===== src/rtl/sprite_frame_sequencer.sv =====
// Frame-synchronous shadow/active register bank for the sprite renderer, plus
// frame-locked animation phase counters advanced at the start of vertical blank.
module sprite_frame_sequencer #(
  parameter int NUM_REGS  = 16,
  parameter int DATA_W    = 10,
  parameter int CTRL_ADDR = 15,
  parameter int HTOTAL    = 1600,
  parameter int VACTIVE   = 480,
  parameter int ANIM_DIV  = 6
) (
  input  logic                       clk,
  input  logic                       reset_n,
  input  logic                       chipselect,
  input  logic                       write,
  input  logic [8:0]                 address,
  input  logic [31:0]                writedata,
  input  logic [10:0]                hcount,
  input  logic [9:0]                 vcount,
  output logic [NUM_REGS*DATA_W-1:0] active_regs,
  output logic                       commit_pulse,
  output logic                       pending,
  output logic [15:0]                frame_count,
  output logic [1:0]                 walk_phase,
  output logic                       flap_phase
);

  localparam int BW = NUM_REGS * DATA_W;
  localparam int AW = (ANIM_DIV > 1) ? $clog2(ANIM_DIV) : 1;

  logic                vb_start_s, data_wr_s, ctrl_wr_s, commit_s, anim_run_s, anim_wrap_s;
  logic [BW-1:0]       shadow_q, shadow_d, active_q, active_d;
  logic [NUM_REGS-1:0] dirty_q, dirty_d;
  logic [1:0]          ctrl_q, ctrl_d;
  logic                commit_pulse_q, commit_pulse_d, pending_q, pending_d;
  logic [15:0]         frame_q, frame_d;
  logic [AW-1:0]       anim_q, anim_d;
  logic [1:0]          walk_q, walk_d;
  logic                flap_q, flap_d;
  logic                unused_wd_s;

  assign unused_wd_s = ^writedata[31:DATA_W];

  // Bus decode and frame-boundary detection; FREEZE/PAUSE use the pre-edge control value.
  always_comb begin
    vb_start_s  = (hcount == 11'(HTOTAL - 1)) && (vcount == 10'(VACTIVE - 1));
    data_wr_s   = chipselect && write && (address < 9'(NUM_REGS)) && (address != 9'(CTRL_ADDR));
    ctrl_wr_s   = chipselect && write && (address == 9'(CTRL_ADDR));
    commit_s    = vb_start_s && !ctrl_q[0];
    anim_run_s  = vb_start_s && !ctrl_q[1];
    anim_wrap_s = anim_run_s && (anim_q == AW'(ANIM_DIV - 1));
  end

  // Bank next-state: commit copies the old shadow, then a same-cycle write re-dirties its register.
  always_comb begin
    shadow_d = shadow_q;
    active_d = active_q;
    dirty_d  = dirty_q;
    if (commit_s) begin
      active_d = shadow_q;
      dirty_d  = '0;
    end else begin
      active_d = active_q;
    end
    for (int i = 0; i < NUM_REGS; i++) begin
      shadow_d[i*DATA_W +: DATA_W] = (data_wr_s && (address == 9'(i))) ?
                                     writedata[DATA_W-1:0] : shadow_d[i*DATA_W +: DATA_W];
      dirty_d[i] = dirty_d[i] | (data_wr_s && (address == 9'(i)));
    end
    ctrl_d         = ctrl_wr_s ? writedata[1:0] : ctrl_q;
    commit_pulse_d = commit_s;
    pending_d      = |dirty_d;
  end

  // Frame counter and animation phases.
  always_comb begin
    frame_d = vb_start_s ? (frame_q + 16'd1) : frame_q;
    anim_d  = anim_q;
    walk_d  = walk_q;
    flap_d  = flap_q;
    if (anim_wrap_s) begin
      anim_d = '0;
      walk_d = (walk_q == 2'd2) ? 2'd0 : (walk_q + 2'd1);
      flap_d = ~flap_q;
    end else if (anim_run_s) begin
      anim_d = anim_q + AW'(1);
    end else begin
      anim_d = anim_q;
    end
  end

  // State registers with synchronous active-low reset.
  always_ff @(posedge clk) begin
    if (!reset_n) begin
      shadow_q       <= '0;
      active_q       <= '0;
      dirty_q        <= '0;
      ctrl_q         <= 2'd0;
      commit_pulse_q <= 1'b0;
      pending_q      <= 1'b0;
      frame_q        <= 16'd0;
      anim_q         <= '0;
      walk_q         <= 2'd0;
      flap_q         <= 1'b0;
    end else begin
      shadow_q       <= shadow_d;
      active_q       <= active_d;
      dirty_q        <= dirty_d;
      ctrl_q         <= ctrl_d;
      commit_pulse_q <= commit_pulse_d;
      pending_q      <= pending_d;
      frame_q        <= frame_d;
      anim_q         <= anim_d;
      walk_q         <= walk_d;
      flap_q         <= flap_d;
    end
  end

  assign active_regs  = active_q;
  assign commit_pulse = commit_pulse_q;
  assign pending      = pending_q;
  assign frame_count  = frame_q;
  assign walk_phase   = walk_q;
  assign flap_phase   = flap_q;

endmodule


===== config.mk =====
export PLATFORM = sky130hd
export DESIGN_NAME = sprite_frame_sequencer
export DESIGN_NICKNAME = d
export VERILOG_FILES = /design/src/rtl/sprite_frame_sequencer.sv
export SDC_FILE = /design/constraint.sdc
export NUM_CORES = 1
export LEC_CHECK = 0
export ABC_AREA = 1
export CAP_MARGIN = 20
export CELL_PAD_IN_SITES_DETAIL_PLACEMENT = 0
export CELL_PAD_IN_SITES_GLOBAL_PLACEMENT = 1
export CORE_ASPECT_RATIO = 0.5
export CORE_MARGIN = 2
export CORE_UTILIZATION = 36
export CTS_BUF_LIST = sky130_fd_sc_hd__clkbuf_4
export CTS_CLUSTER_SIZE = 24
export DETAILED_ROUTE_END_ITERATION = 8
export PLACE_DENSITY = 0.84
export SYNTH_ARGS = -nofsm -noshare
export SYNTH_HDL_FRONTEND = slang
export SYNTH_SLANG_ARGS = --single-unit

===== constraint.sdc =====
create_clock -name clk -period 1.6 [get_ports clk]
set_input_delay 0.32 -clock clk [delete_from_list [all_inputs] [get_ports clk]]
set_output_delay 0.32 -clock clk [all_outputs]
set_load 0.02 [all_outputs]

==> metrics.md <==
| Metric | Value |
|---|---|
| Setup Skew | 33.1 ps |
| Avg WL per Cell | 15.6 um |
| First-pass GRT wire length | 64.1 mm |
| Top Family by Delay on Critical Path | flip-flops |
| Die width | 281 um |
| Multi-input logic area | 5430 um2 |
| Vias in the first global route | 12200 |
| Largest net degree at the start of global routing | 94 |
| Hold slack | 349 ps |
| Core footprint | 37500 um2 |
| Critical Path End Type | primary output |
| Fmax | 634 MHz |
| Crit path largest cell delay | 370 ps |
| Critical path startpoint category | flip-flop |
| Effective utilization at floorplan | 36.7% |
| Period utilisation layout | 98.6% |
| Row count | 50 |
| Clock Latency Late Sink | 770 ps |
| Gr usage total | 20.2% |
| Port bufs | 224 |
| Synth warn | 0 |
| Routability cong. | 0.836 |
| Mapped Nets | 1806 |
| Pre-CTS WS | -596 ps |
| Die height | 142 um |
| Leak | 7.56 nW |
| Syn Inst Count | 1737 |
| Status | finished clean |
| Setup ws final | 21.9 ps |
| TritonCTS clock tree | done |
| Final ANT Viol Nets | 0 |
| RSZ-0062 raised after global routing | true |
| Slowest-stage cell, CP | dfxtp_2 |
| Reg clk slew, reported paths | 70 ps |
| Pwr dens | 909 nW/um2 |
| Grt ovf | 0 |
| Crit path buf inv count | 1 |
| Via count | 12700 |
| Clock Tree Root | clkbuf_4 |
| Layout net count | 2140 |
| Synthesis-stage register bit count | 362 |
| Post-Syn Area | 13800 um2 |
| Drt pass-1 iters | 5 |
| Hold WC Path Type | input pin to flip-flop |
| Final setup viols | 0 |
| Final worst path period need | 1580 ps |
| Area grow syn2layout | 39.4% |
| DIE AREA | 39900 um2 |
| Slew Viols, Final | 0 |
| Crit path DAT | 1260 ps |
| DRC Markers | 0 |
| CP Class | flip-flop to primary output |
| CP required | 1280 ps |
| Post-synth cell types | 36 |
| Setup_tns | 0 ps |
| Layout cells sized above 1 | 32.9% |
| Slew headroom | 61.8% |
| Peak VDD IR | 405 uV |
| TritonCTS Buffers | 86 |
| # IOs | 247 |
| Max cap viols | 0 |
| Initial antenna violation count | 1 |
| Worst slew pin tran | 573 ps |
| Sequential-to-total area share from yosys stat | 52.6% |
| Final hold violations | 0 |
| Via density per instance | 4.82 |
| Mean Syn Cell Area | 7.93 um2 |
| Final WL | 41.0 mm |
| DR iter-0 viols | 749 |
| Reg area | 7480 um2 |
| Worst path cell trace | buf_6 |
| CTS max path bufs | 3 |
| H-tree Lvls | 3 |
| Dpl hpwl | 25.4 mm |
| Sink Count | 362 |
| Critical path peak fanout | 2 |
| Final-layout fill cell count | 3543 |
cell usage in the layout (no fill, tap or decap), types with 3 or more instances in the layout:
| cell type | n |
|---|---|
| nand2_2 | 4 |
| a211oi_1 | 55 |
| o21ai_0 | 56 |
| nor2_2 | 10 |
| clkinv_1 | 15 |
| clkbuf_4 | 128 |
| buf_4 | 132 |
| dfxtp_2 | 173 |
| inv_2 | 4 |
| bufinv_16 | 3 |
| dfxtp_1 | 185 |
| nand4_1 | 9 |
| a21oi_1 | 239 |
| ha_1 | 3 |
| inv_1 | 143 |
| buf_6 | 172 |
| xor2_1 | 3 |
| dfxtp_4 | 4 |
| nand2_4 | 4 |
| nand3_1 | 205 |
| nor3_1 | 8 |
| o21ai_1 | 3 |
| buf_12 | 32 |
| clkdlybuf4s50_1 | 42 |
| nor2_1 | 170 |
| nand2_1 | 283 |
| a211oi_2 | 20 |
| nor3b_1 | 5 |
synthesized netlist by cell type (all sizes together):
cell type / instances / area share, %
nor3b: 5 / 0.27
nand4: 10 / 0.50
nand3: 208 / 7.7
nor4: 2 / 0.20
o21bai: 1 / 0.055
a211oi: 75 / 4.8
xor2: 3 / 0.19
inv: 148 / 4.0
nor3: 11 / 0.60
dfxtp: 362 / 53
nand3b: 3 / 0.25
o21a: 1 / 0.055
clkbuf: 92 / 2.5
buf: 42 / 1.8
a21oi: 239 / 8.7
ha: 3 / 0.27
o21ai: 59 / 2.1
nand2: 291 / 8.1
nor2: 182 / 5.2
cell type report:
cell class / instances / area share, %
Clock inverter: 19 / 0.782
Sequential cell: 362 / 38.9
Timing Repair Buffer: 380 / 20.8
Tap cell: 494 / 3.22
Multi-Input combinational cell: 1093 / 28.3
Inverter: 148 / 2.94
Clock buffer: 128 / 5.00
Antenna cell: 1 / 0.0130
worst paths after layout:
kind,start,to,slack (ps),cells past startpoint
setup / recovery,active_regs[9],active_regs[9],20,1
hold / removal,vcount[9],frame_count[6],350,6
setup reg to reg,frame_count[2],frame_count[12],110,9
hold reg to reg,shadow_q[150],shadow_q[150],430,2
report_power, final:
group          internal, W  switching, W
Clock              0.00412       0.00369
Combinational     0.000252      0.000395
Sequential         0.00900   0.000000910
Total               0.0134       0.00409
through the flow:
stage	util, %	instances	total power (W)	area (um2)
final	51.2	2625	0.0175	19200
after floorplan	-	1737	0.00945	13800
after detailed placement	46.4	2445	0.00986	17400
after global placement	46.4	2445	0.00986	17400
after CTS	50.5	2605	0.0176	19000
after global routing	51.2	2625	0.0182	19200
worst register-to-register path, delay by kind of cell, from the launching register on:
| family | cells | cell delay [ps] |
|---|---|---|
| and+or+nand+nor | 6 | 680 |
| DFF | 1 | 350 |
| buffers and inverters | 3 | 350 |
cell families after synthesis:
group           share of synthesized area, %
simple gates                            22.9
xor+xnor                               0.191
fa+ha+maj                              0.273
buf+inv                                 8.32
compound gates                          15.7
flops                                   52.6
state kept, by name, summed over array words and instances (netlist names):
name and count:
shadow_q 160, dirty_q 16, walk_phase 2, ctrl_q 2
pending 1, commit_pulse 1, active_regs 160, flap_phase 1
frame_count 16, anim_q 3
timing repair:
item,in CTS,in global routing
setup endpoints to repair,181,123
hold buffers,1,0
endpoints found under the hold margin,17,0
pin swaps,0,2
buffers inserted,15,20
gates resized for setup,1232,45
layer usage:
| metal | GRT usage, % | vias to the layer above | part of all wire, % |
|---|---|---|---|
| met3 | 4.15 | 68 | 4.4 |
| met4 | 6.87 | 0 | 2.3 |
| met5 | 0 | - | 0 |
| li1 | - | 6439 | - |
| met2 | 34.1 | 252 | 48 |
| met1 | 25.7 | 5904 | 45 |
No activity file was read; power rests on OpenSTA's default activity.
